<file path="config.mk">
export PLATFORM = sky130hd
export DESIGN_NAME = mem_access
export DESIGN_NICKNAME = d
export VERILOG_FILES = /design/src/rtl/rv32i_pkg.sv /design/src/rtl/lsu_align.sv /design/src/rtl/mem_access.sv
export SDC_FILE = /design/constraint.sdc
export NUM_CORES = 1
export LEC_CHECK = 0
export CORE_MARGIN = 1.5
export CORE_UTILIZATION = 43
export CTS_BUF_LIST = sky130_fd_sc_hd__clkbuf_8
export CTS_CLUSTER_DIAMETER = 80
export CTS_CLUSTER_SIZE = 16
export DETAILED_ROUTE_END_ITERATION = 12
export GPL_ROUTABILITY_DRIVEN = 0
export PLACE_DENSITY = 0.83
export SLEW_MARGIN = 20
export SYNTH_ARGS = -nofsm -noshare
export SYNTH_HDL_FRONTEND = slang
export SYNTH_SLANG_ARGS = --single-unit
export TNS_END_PERCENT = 10
</file>
<file path="constraint.sdc">
create_clock -name clk -period 4.1 [get_ports clk]
set_input_delay 0.82 -clock clk [delete_from_list [all_inputs] [get_ports clk]]
set_output_delay 0.82 -clock clk [all_outputs]
set_load 0.02 [all_outputs]
</file>
<file path="src/rtl/rv32i_pkg.sv">
`default_nettype none
// ============================================================================
// Module      : rv32i_pkg
// Description : Shared RV32I memory-stage types: memory op encoding, FSM
//               states, funct3 load/store codes and an access-size helper.
// Revision    : 1.0 - initial release
// ============================================================================
package rv32i_pkg;

  // Memory operation carried down from execute
  typedef enum logic [1:0] {
    MEM_NONE  = 2'd0,
    MEM_LOAD  = 2'd1,
    MEM_STORE = 2'd2
  } mem_op_t;

  // Memory-stage FSM states
  typedef enum logic [1:0] {
    IDLE = 2'd0,
    REQ  = 2'd1,
    RESP = 2'd2
  } mem_state_t;

  // Access size decoded from funct3
  typedef enum logic [1:0] {
    SZ_BYTE = 2'd0,
    SZ_HALF = 2'd1,
    SZ_WORD = 2'd2
  } acc_size_t;

  localparam logic [2:0] F3_LB  = 3'b000;
  localparam logic [2:0] F3_LH  = 3'b001;
  localparam logic [2:0] F3_LW  = 3'b010;
  localparam logic [2:0] F3_LBU = 3'b100;
  localparam logic [2:0] F3_LHU = 3'b101;
  localparam logic [2:0] F3_SB  = 3'b000;
  localparam logic [2:0] F3_SH  = 3'b001;
  localparam logic [2:0] F3_SW  = 3'b010;

  // Undefined encodings (011, 110, 111) fall through to a full-word access
  function automatic acc_size_t f3_size(input logic [2:0] f3);
    case (f3)
      F3_LB, F3_LBU: f3_size = SZ_BYTE;
      F3_LH, F3_LHU: f3_size = SZ_HALF;
      default:       f3_size = SZ_WORD;
    endcase
  endfunction

endpackage
`default_nettype wire

</file>
<file path="src/rtl/lsu_align.sv">
`default_nettype none
// ============================================================================
// Module      : lsu_align
// Description : Combinational lane steering for RV32I loads/stores. Produces
//               byte enables, lane-replicated store data and the aligned,
//               sign/zero-extended load value.
// Revision    : 1.0 - initial release
// ============================================================================
module lsu_align
  import rv32i_pkg::*;
(
  input  logic [2:0]  i_funct3,
  input  logic [1:0]  i_addr_lo,
  input  logic [31:0] i_store_data,
  input  logic [31:0] i_rdata,
  output logic [3:0]  o_be,
  output logic [31:0] o_wdata,
  output logic [31:0] o_load_val
);

  acc_size_t   w_size;
  logic [7:0]  w_byte;
  logic [15:0] w_half;

  // Select the addressed lane and build enables/store data for the access size
  always_comb begin
    w_size = f3_size(i_funct3);

    case (i_addr_lo)
      2'd0:    w_byte = i_rdata[7:0];
      2'd1:    w_byte = i_rdata[15:8];
      2'd2:    w_byte = i_rdata[23:16];
      default: w_byte = i_rdata[31:24];
    endcase
    w_half = i_addr_lo[1] ? i_rdata[31:16] : i_rdata[15:0];

    case (w_size)
      SZ_BYTE: begin
        o_be       = 4'b0001 << i_addr_lo;
        o_wdata    = {4{i_store_data[7:0]}};
        // funct3[2] distinguishes the unsigned variants LBU/LHU
        o_load_val = i_funct3[2] ? {24'd0, w_byte} : {{24{w_byte[7]}}, w_byte};
      end
      SZ_HALF: begin
        o_be       = 4'b0011 << {i_addr_lo[1], 1'b0};
        o_wdata    = {2{i_store_data[15:0]}};
        o_load_val = i_funct3[2] ? {16'd0, w_half} : {{16{w_half[15]}}, w_half};
      end
      default: begin
        o_be       = 4'b1111;
        o_wdata    = i_store_data;
        o_load_val = i_rdata;
      end
    endcase
  end

endmodule
`default_nettype wire

</file>
<file path="src/rtl/mem_access.sv">
`default_nettype none
// ============================================================================
// Module      : mem_access
// Description : RV32I memory stage. Issues LB/LH/LW/LBU/LHU/SB/SH/SW on a
//               req/ack data-memory port, aligns load data, forwards the
//               write-back value and rd, and stalls upstream while busy.
//               Optional macro MEM_MISALIGN_TRAP_EN: misaligned half/word
//               accesses trap with misalign_fault instead of being aligned
//               down by forcing the low address bits to zero.
// Revision    : 1.0 - initial release
// ============================================================================
module mem_access
  import rv32i_pkg::*;
#(
  parameter int ACK_TIMEOUT = 64,
  parameter int CNT_W       = 7
) (
  input  logic        clk,
  input  logic        rst,
  input  logic        i_mem_ctl_in,
  input  logic [31:0] i_alu_result,
  input  logic [31:0] i_store_data,
  input  logic [1:0]  i_mem_op,
  input  logic [2:0]  i_funct3,
  input  logic [4:0]  i_rd_src,
  output logic        o_stall,
  output logic        o_dmem_req,
  output logic        o_dmem_we,
  output logic [31:0] o_dmem_addr,
  output logic [3:0]  o_dmem_be,
  output logic [31:0] o_dmem_wdata,
  input  logic [31:0] i_dmem_rdata,
  input  logic        i_dmem_ack,
  output logic        o_mem_ctl_out,
  output logic [31:0] o_wb_data,
  output logic        o_wb_en,
  output logic [4:0]  o_rd_dst,
  output logic        o_bus_fault,
  output logic        o_misalign_fault
);

  mem_state_t       r_state;
  mem_state_t       w_next;
  logic [CNT_W-1:0] r_cnt;
  logic [31:0]      r_addr;     // address, or the result itself for MEM_NONE
  logic [31:0]      r_sdata;
  logic [31:0]      r_rdata;
  logic [2:0]       r_f3;
  logic [4:0]       r_rd;
  logic             r_we;
  logic             r_none_vld;
  logic             r_bus_flt;
  logic             r_mis_flt;

  logic             w_accept;
  logic             w_is_mem;
  logic             w_mis;
  logic             w_timeout;
  logic [31:0]      w_eff_addr;
  logic [3:0]       w_be;
  logic [31:0]      w_wdata;
  logic [31:0]      w_load_val;

  // Upstream pulses are honoured only in IDLE; anything else is a protocol error
  assign w_accept  = i_mem_ctl_in && (r_state == IDLE);
  assign w_is_mem  = (i_mem_op == MEM_LOAD) || (i_mem_op == MEM_STORE);
  assign w_timeout = (r_cnt == CNT_W'(ACK_TIMEOUT - 1)) && !i_dmem_ack;

`ifdef MEM_MISALIGN_TRAP_EN
  acc_size_t w_in_size;
  assign w_in_size = f3_size(i_funct3);
  assign w_mis = ((w_in_size == SZ_HALF) && i_alu_result[0]) ||
                 ((w_in_size == SZ_WORD) && (i_alu_result[1:0] != 2'b00));
`else
  assign w_mis = 1'b0;
`endif

  // Clear address bits below the access size so lane selection stays in range
  always_comb begin
    w_eff_addr = r_addr;
    case (f3_size(r_f3))
      SZ_HALF: w_eff_addr[0]   = 1'b0;
      SZ_WORD: w_eff_addr[1:0] = 2'b00;
      default: ;
    endcase
  end

  lsu_align u_lsu_align (
    .i_funct3     (r_f3),
    .i_addr_lo    (w_eff_addr[1:0]),
    .i_store_data (r_sdata),
    .i_rdata      (r_rdata),
    .o_be         (w_be),
    .o_wdata      (w_wdata),
    .o_load_val   (w_load_val)
  );

  // State register; async reset drops the request immediately
  always_ff @(posedge clk or negedge rst) begin
    if (!rst) r_state <= IDLE;
    else      r_state <= w_next;
  end

  // Next-state: faults reuse RESP so the fault pulse is covered by stall
  always_comb begin
    w_next = r_state;
    case (r_state)
      IDLE:    if (w_accept && w_is_mem) w_next = w_mis ? RESP : REQ;
      REQ:     if (i_dmem_ack || w_timeout) w_next = RESP;
      RESP:    w_next = IDLE;
      default: w_next = IDLE;
    endcase
  end

  // Latch the transaction, count wait cycles and capture the ack data
  always_ff @(posedge clk or negedge rst) begin
    if (!rst) begin
      r_cnt      <= '0;
      r_addr     <= '0;
      r_sdata    <= '0;
      r_rdata    <= '0;
      r_f3       <= '0;
      r_rd       <= '0;
      r_we       <= 1'b0;
      r_none_vld <= 1'b0;
      r_bus_flt  <= 1'b0;
      r_mis_flt  <= 1'b0;
    end else begin
      r_none_vld <= w_accept && !w_is_mem;
      if (w_accept) begin
        r_addr    <= i_alu_result;
        r_sdata   <= i_store_data;
        r_f3      <= i_funct3;
        r_rd      <= i_rd_src;
        r_we      <= (i_mem_op == MEM_STORE);
        r_cnt     <= '0;
        r_bus_flt <= 1'b0;
        r_mis_flt <= w_is_mem && w_mis;
      end
      if (r_state == REQ) begin
        r_cnt     <= r_cnt + 1'b1;
        r_bus_flt <= w_timeout;
        if (i_dmem_ack) r_rdata <= i_dmem_rdata;
      end
    end
  end

  // Outputs decoded from state; bus fields are zero outside REQ
  always_comb begin
    o_stall          = (r_state != IDLE);
    o_dmem_req       = 1'b0;
    o_dmem_we        = 1'b0;
    o_dmem_addr      = '0;
    o_dmem_be        = '0;
    o_dmem_wdata     = '0;
    o_mem_ctl_out    = 1'b0;
    o_wb_data        = '0;
    o_wb_en          = 1'b0;
    o_rd_dst         = '0;
    o_bus_fault      = 1'b0;
    o_misalign_fault = 1'b0;
    case (r_state)
      REQ: begin
        o_dmem_req   = 1'b1;
        o_dmem_we    = r_we;
        o_dmem_addr  = {w_eff_addr[31:2], 2'b00};
        o_dmem_be    = w_be;
        o_dmem_wdata = w_wdata;
      end
      RESP: begin
        o_mem_ctl_out    = 1'b1;
        o_rd_dst         = r_rd;
        o_bus_fault      = r_bus_flt;
        o_misalign_fault = r_mis_flt;
        if (!r_bus_flt && !r_mis_flt && !r_we) begin
          o_wb_data = w_load_val;
          o_wb_en   = (r_rd != 5'd0);
        end
      end
      default: begin
        if (r_none_vld) begin
          o_mem_ctl_out = 1'b1;
          o_wb_data     = r_addr;
          o_wb_en       = (r_rd != 5'd0);
          o_rd_dst      = r_rd;
        end
      end
    endcase
  end

endmodule
`default_nettype wire

</file>
# [Word-level counts from Yosys, hierarchy flattened]
# Index checks and enable logic that the tools add are counted.
[classes] addsub=1 n_eq_ne=14 shift=2 mux=33 n_reduce_logical=23
[op_table] op="32-bit 2-to-1 mux" count=6
[op_table] op="32-bit case mux with 2 select lines" count=3
[op_table] op="8-bit case mux with 3 select lines" count=1
[op_table] op="16-bit 2-to-1 mux" count=1
[op_table] op="7-bit 2-to-1 mux" count=2
[op_table] op="1-bit 2-to-1 mux" count=10
[op_table] op="5-bit case mux with 2 select lines" count=1
[op_table] op="2-bit by 1-bit equality test with 1-bit output, second input constant" count=4
[op_table] op="2-bit equality test, second input constant" count=4
[op_table] op="2-bit case mux with 2 select lines" count=2
[op_table] op="4-bit case mux with 2 select lines" count=1
[op_table] op="7-bit by 1-bit adder with 7-bit output, second input constant" count=1
[op_table] op="7-bit by 6-bit equality test with 1-bit output, second input constant" count=1
[op_table] op="3-bit equality test, second input constant" count=2
[op_table] op="2-bit zero test" count=3
[op_table] op="2-bit OR reduction" count=3
[op_table] op="1-bit logical AND" count=5
[op_table] op="5-bit 2-to-1 mux" count=1
[op_table] op="5-bit nonzero test" count=1
[op_table] op="1-bit zero test" count=4
[op_table] op="2-bit 2-to-1 mux" count=2
[op_table] op="4-bit 2-to-1 mux" count=1
[op_table] op="1-bit case mux with 2 select lines" count=2
[op_table] op="2-bit AND reduction" count=2
[op_table] op="8 further kinds" count=10
[totals] register_bits=116 in_bits=110

# [Logic depth before layout (Yosys ltp)]
[logic_depth] word_depth=12 mapped_depth=7 mapped_depth_nobuf=6

# [Modules after synthesis]
# A second synthesis with hierarchy kept.
[unflattened] cells_unflattened=606 hier_area_um2=6781.5
[by_module_without_submodules] mod="mem_access" instances=1 cells_each=425 area_per_inst_um2=5459.0 seq_area_each_um2=2902.8
[by_module_without_submodules] mod="lsu_align" instances=1 cells_each=181 area_per_inst_um2=1322.5 seq_area_each_um2=0.0

# [Worst setup path after synthesis]
# OpenSTA, ideal clock, no wires.
[synth_path] path_kind="register -> output" from="register r_state[0]" to="output o_wb_data[12]" arrival_time_ns=1.873 required_time_ns=3.280 path_slack_ns=1.407 stages_incl_launch_ff=8 path_buffers=2 path_cell_list="dfrtp_1 > inv_1 > ha_1 > and3_1 > clkbuf_1 > clkbuf_1 > o21ai_0 > o21ai_0"
[synth_via] elab_chain_cells=2 word_cells_on_any_way=3
[synth_rtl] item="from (decl)" line_no="mem_access.sv:42" source="mem_state_t r_state;"
[synth_rtl] item="from (signal assigned)" line_no="mem_access.sv:101" source="else r_state <= w_next;"
[synth_rtl] item="2-bit equality test / 2-bit by 1-bit equality test with 1-bit output (equally long branches)" line_no="mem_access.sv:162" source="case (r_state)"
[synth_rtl] item="32-bit case mux with 2 select lines (*)" line_no="mem_access.sv:162"
[synth_rtl] item="to (decl)" line_no="mem_access.sv:35" source="output logic [31:0] o_wb_data,"
# Every way passes the cells marked *; elsewhere a longest branch is shown, timed or not.

# [Worst setup path in the final report]
[layout_path] from="register r_addr[1]" to="output o_wb_data[4]"
[layout_via] elab_chain_cells=7 word_cells_on_any_way=11
[layout_rtl] item="from (decl)" line_no="mem_access.sv:45" source="logic [31:0] r_addr;"
[layout_rtl] item="from (signal assigned)" line_no="mem_access.sv:131" source="r_addr <= i_alu_result;"
[layout_rtl] item="1-bit 2-to-1 mux (*)" line_no="mem_access.sv:81" source="case (f3_size(r_f3))"
[layout_rtl] item="2-bit equality test, or another cell as far along" line_no="lsu_align.sv:29" source="case (i_addr_lo)"
[layout_rtl] item="8-bit case mux with 3 select lines" line_no="lsu_align.sv:29"
[layout_rtl] item="32-bit 2-to-1 mux" line_no="lsu_align.sv:42" source="o_load_val = i_funct3[2] ? {24'd0, w_byte} : {{24{w_byte[7]}}, w_byte};"
[layout_rtl] item="32-bit case mux with 2 select lines (*)" line_no="lsu_align.sv:37" source="case (w_size)"
[layout_rtl] item="32-bit 2-to-1 mux (*)" line_no="mem_access.sv:175" source="if (!r_bus_flt && !r_mis_flt && !r_we) begin"
[layout_rtl] item="32-bit case mux with 2 select lines (*)" line_no="mem_access.sv:162"
# Marked as above.

==> run summary <==
The number of top-level pins came out at 222. The setup violation total in the final timing report came out at 0. Synthesis inferred 116 register bits.

The number of max-capacitance violations reported is 0. The remaining global-route overflow is 0. The data arrival time of the worst path came out at 3.05 ns. Counting along the longest clock path gives a buffer depth of 2. The via count of the first global-routing pass is 5502. Summed over all layers, the routed wires come to 18.8 mm.

The library cell used most frequently in the layout, excluding fill and tap cells, is sky130_fd_sc_hd__clkdlybuf4s50_1. The flop-to-flop setup slack came out at 1.95 ns. The least setup slack across all paths after layout is 0.226 ns. The critical path in this run is classified as register to output port. The total die area is 15500 sq um. Of the synthesized area, sequential elements account for 0.458.

The layout filler cell count is 1126. The shortest period the worst path allows is 3.87 ns. The number of sinks handled by clock tree synthesis is 116. The antenna diode instance count is 0. Headroom to the max-slew limit came out at 0.268. After clock tree synthesis, the clock-pin slew on the worst setup and hold paths is 0.07 ns. In the routed layout, each cell is associated on average with a via count of 5.53. The number of failing hold endpoints at the final stage was 0. Walking the worst path, the cells encountered are buf_4 > nor4b_1 > a222oi_1 > o21ai_0 > a22o_1 > clkdlybuf4s50_1.

Of the cells placed in the final design, the portion with a size suffix greater than 1 is 0.224. The required time at the endpoint of the critical path came out at 3.28 ns. The count of flip-flops with a built-in enable after synthesis came out at 0.

The number of buffer and inverter stages on the critical path is 2. Setup repair after global routing left no endpoint under its margin. Across the routed clock network, the largest skew measured is 0.00664 ns. After the first detailed-routing iteration, the DRC count stood at 410. The number of nets in the layout came out at 882. The total routing resource utilization after global routing came out at 0.245. The maximum net fanout on the critical path is 20. The post-detailed-placement half-perimeter wirelength is 13.6 mm. The number of vias in the routed layout came out at 5330. The first global-routing pass estimated 29.9 mm of wire. The number of cells on the worst reg-to-reg path came out at 4.

Of the available clock period, the critical path in the final layout requires 0.945. The first-pass iteration count of the detailed router came out at 5. The count of pins over their slew limit came to 0. The H-tree generated during clock tree synthesis spans 4 levels.

The library cells used most frequently in the layout, excluding fill and tap cells, are 216 x sky130_fd_sc_hd__clkdlybuf4s50_1, 116 x sky130_fd_sc_hd__dfrtp_1, 113 x sky130_fd_sc_hd__mux2_2, 40 x sky130_fd_sc_hd__and2_1, 38 x sky130_fd_sc_hd__o21ai_0. The worst setup path is launched from a register. Entering global routing, the biggest net connects 82 pins. The worst register-to-register path begins at r_state[0]. Port buffering added 218 buffers. The leakage dissipation is 0.00382 uW. The number of distinct library cell variants in the gate-level netlist after synthesis came out at 51. The count of synthesis-stage warnings from yosys is 0. The count of antenna-violating nets left after detailed routing is 0. The effective utilization at floorplan came out at 0.438. The quantity of gates resized following cts came out at 0. The maximum resistive drop on vdd is 0.393 mV. Relative to the synthesized area, the layout overhead comes to 43.5%. TritonCTS created 17 clock buffers. The setup slack after placement came out at 0.843 ns.

The clock tree from TritonCTS is done. The die is 124 um wide. Among cell families on the critical path, the largest total delay comes from buffers and inverters. Derived from the worst setup path, the maximum achievable clock frequency is 258 MHz.

For this run, design rule violations remaining after detail routing come to 0. Averaged over all synthesized cells, the footprint is 11.3 sq um. The flow ran to the end, and the final reports show no timing, DRC or antenna violations.

In the synthesized netlist the async set-or-reset flop fraction comes to 1.00. The critical path depth in cells came out at 6. The largest individual stage delay along the critical path comes from the cell sky130_fd_sc_hd__nor4b_1. The synthesized instance count came out at 563.

The kind of capture point of the worst setup path is an output port. The die span in y is 124 um. The worst-margin pin slew is 1.10 ns. The number of antenna violations at the first check in global routing is 0.

The site row count is 44. Among all flip-flop cells after synthesis, the most frequent one is sky130_fd_sc_hd__dfrtp_1. The total power draw is 6860 uW.

The setup total negative slack is 0 ns. Summing every instance area after synthesis gives 6340 sq um. The tightest min-delay check is of the primary input to asynchronous set/reset pin type.

The core area came out at 14500 sq um. The total power divided by cell area is 754 nW/um^2. The count of hold buffers inserted by post-cts repair came out at 0. In this run the critical register-to-register path is captured at r_addr[9]. In this design, the stage delay of the slowest critical-path cell is 0.81 ns. The total setup buffers inserted after CTS came out at 0. The per-cell routed wire length came out at 19.5 um. The clock latency reported for the late side of the worst-skew pair is 0.43 ns. The cell sitting at the root of the clock tree is a sky130_fd_sc_hd__clkbuf_8.
cell usage after synthesis (3+ instances only):
| cell | number | area share |
|---|---|---|
| sky130_fd_sc_hd__nand2b_1 | 4 | 0.0039 |
| sky130_fd_sc_hd__buf_1 | 4 | 0.0024 |
| sky130_fd_sc_hd__a21oi_1 | 9 | 0.0071 |
| sky130_fd_sc_hd__a221o_2 | 10 | 0.018 |
| sky130_fd_sc_hd__o211a_1 | 8 | 0.013 |
| sky130_fd_sc_hd__buf_4 | 3 | 0.0036 |
| sky130_fd_sc_hd__nand3_1 | 4 | 0.0032 |
| sky130_fd_sc_hd__o21ai_0 | 38 | 0.030 |
| sky130_fd_sc_hd__ha_1 | 5 | 0.0099 |
| sky130_fd_sc_hd__mux2_2 | 113 | 0.20 |
| sky130_fd_sc_hd__inv_1 | 10 | 0.0059 |
| sky130_fd_sc_hd__dfrtp_1 | 116 | 0.46 |
| sky130_fd_sc_hd__a221o_1 | 6 | 0.0095 |
| sky130_fd_sc_hd__a22o_1 | 5 | 0.0069 |
| sky130_fd_sc_hd__mux2i_1 | 26 | 0.041 |
| sky130_fd_sc_hd__and2_1 | 40 | 0.039 |
| sky130_fd_sc_hd__a222oi_1 | 6 | 0.0095 |
| sky130_fd_sc_hd__clkbuf_1 | 34 | 0.020 |
| sky130_fd_sc_hd__a211oi_1 | 6 | 0.0071 |
| sky130_fd_sc_hd__nor2_1 | 6 | 0.0036 |
| sky130_fd_sc_hd__buf_2 | 5 | 0.0039 |
| sky130_fd_sc_hd__a21boi_0 | 9 | 0.011 |
| sky130_fd_sc_hd__nor2b_1 | 23 | 0.023 |
| sky130_fd_sc_hd__and3_1 | 3 | 0.0030 |
| sky130_fd_sc_hd__nand2_1 | 38 | 0.022 |
stage by stage:
step	hold slack (ns)	utilization	std cells	cell area [sq um]
global route	0.490	0.629	964	9100
detailed placement	0.497	0.599	932	8670
floorplan	0.446	-	565	6350
finish	0.436	0.629	964	9100
CTS	0.459	0.629	964	9100
global placement	0.466	0.599	932	8670
metal layers:
layer  wire length (um)  GRT usage
met1               7650      0.289
met2               9280      0.418
met3               1570     0.0777
met4                340     0.0879
met5                  0          0
kinds of logic after synthesis:
group / after synthesis / share of synthesized area
flops: 116 / 0.458
simple gates: 129 / 0.112
buf+inv: 58 / 0.0395
fa+ha+maj: 5 / 0.00987
xor+xnor: 3 / 0.00414
compound gates: 111 / 0.131
other cells: 1 / 0.000591
mux: 140 / 0.245
state kept, by name, indices dropped and copies added, names as in the netlist:
signal / flops
r_addr: 32
r_bus_flt: 1
r_cnt: 7
r_f3: 3
r_none_vld: 1
r_rd: 5
r_rdata: 32
r_sdata: 32
r_state: 2
r_we: 1
power by group:
| part | switching [uW] | leakage [uW] | total, uW | internal (uW) |
|---|---|---|---|---|
| registers | 553 | 0.00139 | 2260 | 1700 |
| clock network | 468 | 0.000231 | 1170 | 701 |
| logic | 1690 | 0.00220 | 3440 | 1750 |
| total | 2710 | 0.00382 | 6860 | 4160 |
cell type report:
type | instances | area (sq um) | area share
multi-input cells | 391 | 3210 | 0.352
flip-flops and latches | 116 | 2900 | 0.319
repair buffers | 231 | 2290 | 0.251
clock buffers | 20 | 275 | 0.0302
well taps | 184 | 230 | 0.0253
clock inverters | 12 | 160 | 0.0176
inverters | 10 | 37.5 | 0.00412
worst max-delay path by stage:
stage                           from             to  slack [ns]
after floorplan           r_state[0]  o_wb_data[12]        1.41
after global placement       r_f3[0]   o_wb_data[4]        0.92
after detailed placement     r_f3[0]   o_wb_data[4]        0.84
after CTS                    r_f3[0]   o_wb_data[4]        0.33
after global routing         r_f3[0]   o_wb_data[4]        0.17
final                      r_addr[1]   o_wb_data[4]        0.23
No activity file was read; power rests on OpenSTA's default activity.
